**src/rtl/exec_pkg.sv**
```systemverilog
// Shared opcodes, E-stage state encoding and pipeline payload types for the
// execute/writeback stage.
package exec_pkg;

   localparam int unsigned XLEN      = 32;
   localparam int unsigned REGS_LOG2 = 5;
   localparam int unsigned OP_W      = 4;
   localparam int unsigned SHAMT_W   = $clog2(XLEN);

   localparam logic [OP_W-1:0] OP_ADD = 4'd0;
   localparam logic [OP_W-1:0] OP_SUB = 4'd1;
   localparam logic [OP_W-1:0] OP_AND = 4'd2;
   localparam logic [OP_W-1:0] OP_OR  = 4'd3;
   localparam logic [OP_W-1:0] OP_XOR = 4'd4;
   localparam logic [OP_W-1:0] OP_SLT = 4'd5;
   localparam logic [OP_W-1:0] OP_SLL = 4'd6;
   localparam logic [OP_W-1:0] OP_SRL = 4'd7;
   localparam logic [OP_W-1:0] OP_SRA = 4'd8;
   localparam logic [OP_W-1:0] OP_MUL = 4'd9;

   localparam logic [1:0] ST_IDLE    = 2'd0;
   localparam logic [1:0] ST_ALU     = 2'd1;
   localparam logic [1:0] ST_MUL_RUN = 2'd2;

   typedef struct packed {
      logic [OP_W-1:0]      op;
      logic [REGS_LOG2-1:0] rd;
      logic [XLEN-1:0]      a;
      logic [XLEN-1:0]      b;
   } eStage_t;

   typedef struct packed {
      logic                 wrEnable;
      logic [REGS_LOG2-1:0] wrReg;
      logic [XLEN-1:0]      wrData;
   } wStage_t;

   // Opcodes 10..15 are NOPs and never write the register file.
   function automatic logic opWrites(input logic [OP_W-1:0] op);
      return op <= OP_MUL;
   endfunction

endpackage

```
**src/rtl/exec_wb_stage_if.sv**
```systemverilog
// Decode handshake plus register-file read/write ports of the execute/writeback stage.
interface exec_wb_stage_if;
   import exec_pkg::*;

   logic                 in_valid;
   logic                 in_ready;
   logic [OP_W-1:0]      in_op;
   logic [REGS_LOG2-1:0] in_rs1;
   logic [REGS_LOG2-1:0] in_rs2;
   logic [REGS_LOG2-1:0] in_rd;
   logic [REGS_LOG2-1:0] rdReg1;
   logic [REGS_LOG2-1:0] rdReg2;
   logic [XLEN-1:0]      rdData1;
   logic [XLEN-1:0]      rdData2;
   logic                 wrEnable;
   logic [REGS_LOG2-1:0] wrReg;
   logic [XLEN-1:0]      wrData;
   logic                 busy;

   modport master (
      output in_valid, in_op, in_rs1, in_rs2, in_rd, rdData1, rdData2,
      input  in_ready, rdReg1, rdReg2, wrEnable, wrReg, wrData, busy
   );

   modport slave (
      input  in_valid, in_op, in_rs1, in_rs2, in_rd, rdData1, rdData2,
      output in_ready, rdReg1, rdReg2, wrEnable, wrReg, wrData, busy
   );

endinterface

```
**src/rtl/exec_wb_stage_seq_multiplier.sv**
```systemverilog
// 32-iteration shift-add multiplier; done and product_lo are valid together
// during the final iteration so the caller can capture on that edge.
module seq_multiplier
   import exec_pkg::*;
#(
   parameter int unsigned W = XLEN
) (
   input  logic         clk,
   input  logic         rst,
   input  logic         start,
   input  logic [W-1:0] a,
   input  logic [W-1:0] b,
   output logic         done,
   output logic [W-1:0] product_lo
);

   localparam int unsigned      CNT_W = $clog2(W);
   localparam logic [CNT_W-1:0] LAST  = CNT_W'(W - 1);

   logic             running;
   logic [CNT_W-1:0] count;
   logic [W-1:0]     acc;
   logic [W-1:0]     aShift;
   logic [W-1:0]     bShift;

   // Accumulator including the current iteration's partial product.
   assign product_lo = acc + (bShift[0] ? aShift : '0);
   assign done       = running && (count == LAST);

   always_ff @(posedge clk or posedge rst) begin
      if (rst) begin
         running <= 1'b0;
         count   <= '0;
         acc     <= '0;
         aShift  <= '0;
         bShift  <= '0;
      end else if (start) begin
         running <= 1'b1;
         count   <= '0;
         acc     <= '0;
         aShift  <= a;
         bShift  <= b;
      end else if (running) begin
         acc    <= product_lo;
         aShift <= aShift << 1;
         bShift <= bShift >> 1;
         count  <= count + CNT_W'(1);
         if (count == LAST) begin
            running <= 1'b0;
         end
      end
   end

endmodule

```
**src/rtl/exec_wb_stage.sv**
```systemverilog
// Execute/writeback stage: captures forwarded operands, runs the ALU or the
// iterative multiplier in E, and drives the register-file write port from W.
module exec_wb_stage
   import exec_pkg::*;
(
   input  logic            clk,
   input  logic            rst,
   exec_wb_stage_if.slave  bus
);

   logic [1:0]         state;
   logic [1:0]         stateNext;
   eStage_t            eReg;
   wStage_t            wReg;
   wStage_t            wNext;
   logic               busyReg;
   logic               accept;
   logic               eFwd;
   logic               mulStart;
   logic               mulDone;
   logic [XLEN-1:0]    mulProduct;
   logic [XLEN-1:0]    aluResult;
   logic [XLEN-1:0]    opA;
   logic [XLEN-1:0]    opB;
   logic [SHAMT_W-1:0] shamt;

   assign bus.in_ready = (state != ST_MUL_RUN);
   assign bus.rdReg1   = bus.in_rs1;
   assign bus.rdReg2   = bus.in_rs2;
   assign bus.wrEnable = wReg.wrEnable;
   assign bus.wrReg    = wReg.wrReg;
   assign bus.wrData   = wReg.wrData;
   assign bus.busy     = busyReg;

   assign accept   = bus.in_valid && bus.in_ready;
   assign mulStart = accept && (bus.in_op == OP_MUL);
   assign eFwd     = (state == ST_ALU) && opWrites(eReg.op);
   assign shamt    = eReg.b[SHAMT_W-1:0];

   // Single-cycle ALU on the operands held in E.
   always_comb begin
      aluResult = '0;
      case (eReg.op)
         OP_ADD:  aluResult = eReg.a + eReg.b;
         OP_SUB:  aluResult = eReg.a - eReg.b;
         OP_AND:  aluResult = eReg.a & eReg.b;
         OP_OR:   aluResult = eReg.a | eReg.b;
         OP_XOR:  aluResult = eReg.a ^ eReg.b;
         OP_SLT:  aluResult = XLEN'($signed(eReg.a) < $signed(eReg.b));
         OP_SLL:  aluResult = eReg.a << shamt;
         OP_SRL:  aluResult = eReg.a >> shamt;
         OP_SRA:  aluResult = $unsigned($signed(eReg.a) >>> shamt);
         default: aluResult = '0;
      endcase
   end

   // Operand forwarding: the younger E result wins over W, W over the register file.
   always_comb begin
      opA = bus.rdData1;
      if (eFwd && (eReg.rd == bus.in_rs1)) begin
         opA = aluResult;
      end else if (wReg.wrEnable && (wReg.wrReg == bus.in_rs1)) begin
         opA = wReg.wrData;
      end
      opB = bus.rdData2;
      if (eFwd && (eReg.rd == bus.in_rs2)) begin
         opB = aluResult;
      end else if (wReg.wrEnable && (wReg.wrReg == bus.in_rs2)) begin
         opB = wReg.wrData;
      end
   end

   seq_multiplier #(.W(XLEN)) u_mul (
      .clk        (clk),
      .rst        (rst),
      .start      (mulStart),
      .a          (opA),
      .b          (opB),
      .done       (mulDone),
      .product_lo (mulProduct)
   );

   always_ff @(posedge clk or posedge rst) begin
      if (rst) begin
         state <= ST_IDLE;
      end else begin
         state <= stateNext;
      end
   end

   // Next E state and the value W loads on this edge.
   always_comb begin
      stateNext      = state;
      wNext          = wReg;
      wNext.wrEnable = 1'b0;
      case (state)
         ST_IDLE, ST_ALU: begin
            if (accept) begin
               stateNext = (bus.in_op == OP_MUL) ? ST_MUL_RUN : ST_ALU;
            end else begin
               stateNext = ST_IDLE;
            end
            wNext = '{wrEnable: eFwd, wrReg: eReg.rd, wrData: aluResult};
         end
         ST_MUL_RUN: begin
            if (mulDone) begin
               stateNext = ST_IDLE;
               wNext     = '{wrEnable: 1'b1, wrReg: eReg.rd, wrData: mulProduct};
            end
         end
         default: begin
            stateNext = ST_IDLE;
         end
      endcase
   end

   always_ff @(posedge clk or posedge rst) begin
      if (rst) begin
         eReg    <= '0;
         wReg    <= '0;
         busyReg <= 1'b0;
      end else begin
         if (accept) begin
            eReg <= '{op: bus.in_op, rd: bus.in_rd, a: opA, b: opB};
         end
         wReg    <= wNext;
         busyReg <= (stateNext != ST_IDLE) || wNext.wrEnable;
      end
   end

endmodule

```
**src/flat_wrapper.sv**
```systemverilog
// flat-port wrapper written by rule: the top's interface ports become plain ports
module exec_wb_stage_flat import exec_pkg::*;
  (clk, rst, bus_in_valid, bus_in_op, bus_in_rs1, bus_in_rs2, bus_in_rd, bus_rdData1, bus_rdData2, bus_in_ready, bus_rdReg1, bus_rdReg2, bus_wrEnable, bus_wrReg, bus_wrData, bus_busy);
  exec_wb_stage_if bus_i ();
  input  logic clk;
  input  logic rst;
  input wire logic [$bits(bus_i.in_valid)-1:0] bus_in_valid;
  input wire logic [$bits(bus_i.in_op)-1:0] bus_in_op;
  input wire logic [$bits(bus_i.in_rs1)-1:0] bus_in_rs1;
  input wire logic [$bits(bus_i.in_rs2)-1:0] bus_in_rs2;
  input wire logic [$bits(bus_i.in_rd)-1:0] bus_in_rd;
  input wire logic [$bits(bus_i.rdData1)-1:0] bus_rdData1;
  input wire logic [$bits(bus_i.rdData2)-1:0] bus_rdData2;
  output wire logic [$bits(bus_i.in_ready)-1:0] bus_in_ready;
  output wire logic [$bits(bus_i.rdReg1)-1:0] bus_rdReg1;
  output wire logic [$bits(bus_i.rdReg2)-1:0] bus_rdReg2;
  output wire logic [$bits(bus_i.wrEnable)-1:0] bus_wrEnable;
  output wire logic [$bits(bus_i.wrReg)-1:0] bus_wrReg;
  output wire logic [$bits(bus_i.wrData)-1:0] bus_wrData;
  output wire logic [$bits(bus_i.busy)-1:0] bus_busy;
  assign bus_i.in_valid = bus_in_valid;
  assign bus_i.in_op = bus_in_op;
  assign bus_i.in_rs1 = bus_in_rs1;
  assign bus_i.in_rs2 = bus_in_rs2;
  assign bus_i.in_rd = bus_in_rd;
  assign bus_i.rdData1 = bus_rdData1;
  assign bus_i.rdData2 = bus_rdData2;
  assign bus_in_ready = bus_i.in_ready;
  assign bus_rdReg1 = bus_i.rdReg1;
  assign bus_rdReg2 = bus_i.rdReg2;
  assign bus_wrEnable = bus_i.wrEnable;
  assign bus_wrReg = bus_i.wrReg;
  assign bus_wrData = bus_i.wrData;
  assign bus_busy = bus_i.busy;
  exec_wb_stage u_core (.clk(clk), .rst(rst), .bus(bus_i));
endmodule
```
**config.mk**
```make
export PLATFORM = sky130hd
export DESIGN_NAME = exec_wb_stage_flat
export DESIGN_NICKNAME = d
export VERILOG_FILES = /design/src/rtl/exec_pkg.sv /design/src/rtl/exec_wb_stage_if.sv /design/src/rtl/exec_wb_stage_seq_multiplier.sv /design/src/rtl/exec_wb_stage.sv /design/src/flat_wrapper.sv
export SDC_FILE = /design/constraint.sdc
export NUM_CORES = 1
export LEC_CHECK = 0
export CORE_MARGIN = 1.5
export CORE_UTILIZATION = 35
export CTS_CLUSTER_SIZE = 25
export DETAILED_ROUTE_END_ITERATION = 8
export GPL_TIMING_DRIVEN = 0
export SKIP_LAST_GASP = 1
export SLEW_MARGIN = 20
export SYNTH_ARGS = -nofsm -noshare
export SYNTH_HDL_FRONTEND = slang
export SYNTH_SLANG_ARGS = --single-unit
export TNS_END_PERCENT = 100
```
**constraint.sdc**
```tcl
create_clock -name clk -period 6.3 [get_ports clk]
set_input_delay 0.63 -clock clk [delete_from_list [all_inputs] [get_ports clk]]
set_output_delay 0.63 -clock clk [all_outputs]
set_load 0.02 [all_outputs]
```
==> out/metrics.yaml <==
worst_setup_path:
  cp.arrival_ns: 6.61
  rr_startpoint: "u_core.eReg[3]"
  path_delay_family: "compound AO/OA/AOI/OAI gates"
  end_kind: "register"
  rrSetupSlack_ns: 0.08
  crit_type: "reg2reg"
  cp_max_fo: 11
  r2r_end: "u_core.eReg[0]"
  critPathBufInv: 3
  r2r_cells: 14
  crit_path_cell_trace: "inv_2 -> buf_1 -> clkbuf_1 -> ha_1 -> nand2b_1 -> o311a_1 -> o311ai_0 -> o221a_2 -> o211ai_1 -> nand3_1 -> or3_1 -> a31oi_1 -> mux2_2 -> o21ai_0"
  worstSetupStartpointType: "register"
  cpPeakStageDelay_ns: 0.82
  crit_required_ns: 6.69
  crit_slowest_cell: "a31oi_1"
logic_synthesis:
  synth-seq-cells: 216
  async_reset_ff_share_pct: 100
  syn_area_per_cell_um2: 8.42
  synth_ff_type: "dfrtp_1"
  ys.warnings.count: 0
  yosysUniqueCellTypes: 91
  synth_edf_count: 0
  syn_inst: 2468
  netlist_area_mm2: 0.0208
  synth-seq-area-share_pct: 26.0
  synth_nets: 2687
grt:
  grt_max_degree: 33
  grt_pass1_wl_mm: 150
  antenna_found_initial: 4
  grt_pass1_vias: 21400
  grt_usage_pct: 33.8
  overflow: 0
min_path:
  hp-class: "in2async"
status:
  status: "complete, no violations"
final_layout:
  layout_common_cells: "nor2_1, dfrtp_1, o21ai_0, nand2_1, a21oi_1"
  drive_gt1_share_pct: 8.70
  fin_nets: 2857
  area_growth_syn_to_layout_pct: 16.3
  stdcell_area_mm2: 0.0242
  fill_cells: 5990
  layout_commonest_cell: "nor2_1"
power_and_ir_drop:
  clkPwrFrac_pct: 18.3
  p_int_uw: 4400
  p_comb_share_pct: 54.3
  leakagePower_uw: 0.0100
  power_switching_uw: 3910
  p_sw_share_pct: 47.1
  power_frac_seq_pct: 27.4
  vdd_drop_max_mv: 0.321
  power_density_mw_per_mm2: 344
routing:
  ant_nets: 0
  drt_iter0_markers: 2563
  first_pass_iters: 8
  vias: 21700
  post_drt_wl_per_cell_um: 30.4
  drc_errors: 0
  routed_via_density: 6.33
  drt-total-wl_mm: 104
timing:
  skew_ns: 0.0281
  layout_setup_ws_ns: 0.0796
  worst_slew_pin_slew_ns: 1.30
  maxSlewViolCount: 0
  holdWs_ns: 0.448
  slew-limit-headroom_pct: 12.5
  finalSetupViolCount: 0
  rsz0062_at_grt: "no"
  hold_viol_final: 0
  period_minus_slack_ns: 6.22
  max_freq_mhz: 161
  period_share_pct: 98.7
placement:
  placed_cell_area_mm2: 0.0233
  io_buffers: 135
  pre_cts_ws_ns: -0.408
  place_hpwl_mm: 84.4
  routabilityCongestion: 1.04
clocking:
  numCtsBuffers: 24
  cts_setup_buffers: 0
  cts_buffer_depth: 3
  tritoncts: "done"
  cts.sinks: 216
  htree_num_levels: 1
  clock-root-buffer: "clkbuf_16"
  cts.clk_slew.worst_paths_ns: 0.07
  clk_latency_ns: 0.56
  ctsHoldBuffers: 0
floorplanning:
  die_x_um: 247
  core_area_mm2: 0.0588
  rows: 89
  io_pins: 136
  start_util_pct: 35.3
  dieArea_mm2: 0.0608
  die_h_um: 247
job:
  maxCapViolCount: 0
[metrics by stage]
step	util [%]	setup TNS, ns	power [µW]	cells
floorplan	-	0	5010	2468
global placement	39.3	-6.53	6570	3376
detailed placement	39.6	-6.32	6650	3385
CTS	41.0	0	8200	3428
global route	41.1	0	8730	3432
finish	41.1	0	8320	3432
[final cells by class]
class	count	area [µm²]	area share (%)
Sequential cell	216	5410	22.4
Clock buffer	33	684	2.83
Timing Repair Buffer	145	1530	6.35
Inverter	108	410	1.70
Clock inverter	11	161	0.668
Buffer	192	796	3.29
Tap cell	773	967	4.00
Antenna cell	3	7.51	0.0311
Multi-Input combinational cell	1951	14200	58.7
[logic make-up (layout without fill, tap and decap cells)]
logic type,after synthesis,count (layout),share of synthesized area [%]
multiplexers,234,234,16.0
AND/OR/NAND/NOR,721,721,16.3
other,0,3,0
adder cells (fa/ha/maj),133,133,8.12
AO/OA/AOI/OAI,793,793,24.8
XOR/XNOR,70,70,2.95
buffers and inverters,301,489,5.80
flip-flops,216,216,26.0
[registers in the layout, indices dropped and copies added (netlist names), 2 cells and up]
signal               count
u_core.bus.wrData       32
u_core.eReg             73
u_core.bus.wrReg         5
u_core.u_mul.acc        32
u_core.u_mul.count       5
u_core.state             2
u_core.u_mul.bShift     32
u_core.u_mul.aShift     32
[layer usage]
metal / routed length [µm] / vias up / share of wire, % / track usage (%)
met5: 11 / - / 0.011 / 0
met4: 5110 / 2 / 4.9 / 14.6
met3: 8320 / 217 / 8.0 / 4.22
met2: 48400 / 1205 / 46 / 55.4
met1: 42400 / 10900 / 41 / 44.6
li1: - / 9402 / - / -
[worst max path at each step]
stage                     slack [ns]      startpoint  cells after the start              end
after floorplan                 1.91  u_core.eReg[2]                     15  u_core.eReg[57]
after global placement         -0.39  u_core.eReg[2]                     16  u_core.eReg[52]
after detailed placement       -0.41  u_core.eReg[2]                     16  u_core.eReg[52]
after CTS                       0.08  u_core.eReg[3]                     14  u_core.eReg[52]
after global routing            0.06  u_core.eReg[3]                     14  u_core.eReg[59]
final                           0.08  u_core.eReg[3]                     14   u_core.eReg[0]
[power groups by stage]
| stage | Sequential [µW] | Clock, µW | Combinational (µW) |
|---|---|---|---|
| 6_report | 2280 | 1520 | 4520 |
| 5_1_grt | 2310 | 1600 | 4820 |
| 4_1_cts | 2250 | 1540 | 4400 |
| 3_5_place_dp | 2270 | 0 | 4380 |
| 3_3_place_gp | 2260 | 0 | 4320 |
| 2_1_floorplan | 2180 | 0 | 2840 |
[synthesized netlist by cell type, types with 42 or more instances]
| master | instances | share of area, % |
|---|---|---|
| a211oi_1 | 87 | 3.1 |
| a21oi_1 | 193 | 4.6 |
| a22oi_1 | 44 | 1.6 |
| and2_1 | 46 | 1.4 |
| clkbuf_1 | 147 | 2.7 |
| dfrtp_1 | 216 | 26 |
| ha_1 | 130 | 7.8 |
| inv_1 | 103 | 1.9 |
| mux2_2 | 50 | 2.7 |
| mux2i_1 | 109 | 5.3 |
| mux4_2 | 73 | 7.9 |
| nand2_1 | 204 | 3.7 |
| nor2_1 | 227 | 4.1 |
| nor2b_1 | 74 | 2.2 |
| nor3_1 | 42 | 1.0 |
| o21ai_0 | 205 | 4.9 |
| xnor2_1 | 47 | 2.0 |
[timing repair]
| action | CTS | global route |
|---|---|---|
| hold endpoints to repair | 0 | 0 |
| gates resized for setup | 1 | 2 |
| setup endpoints to repair | 30 | 10 |
Note: power is estimated with default switching activity, not from simulation.
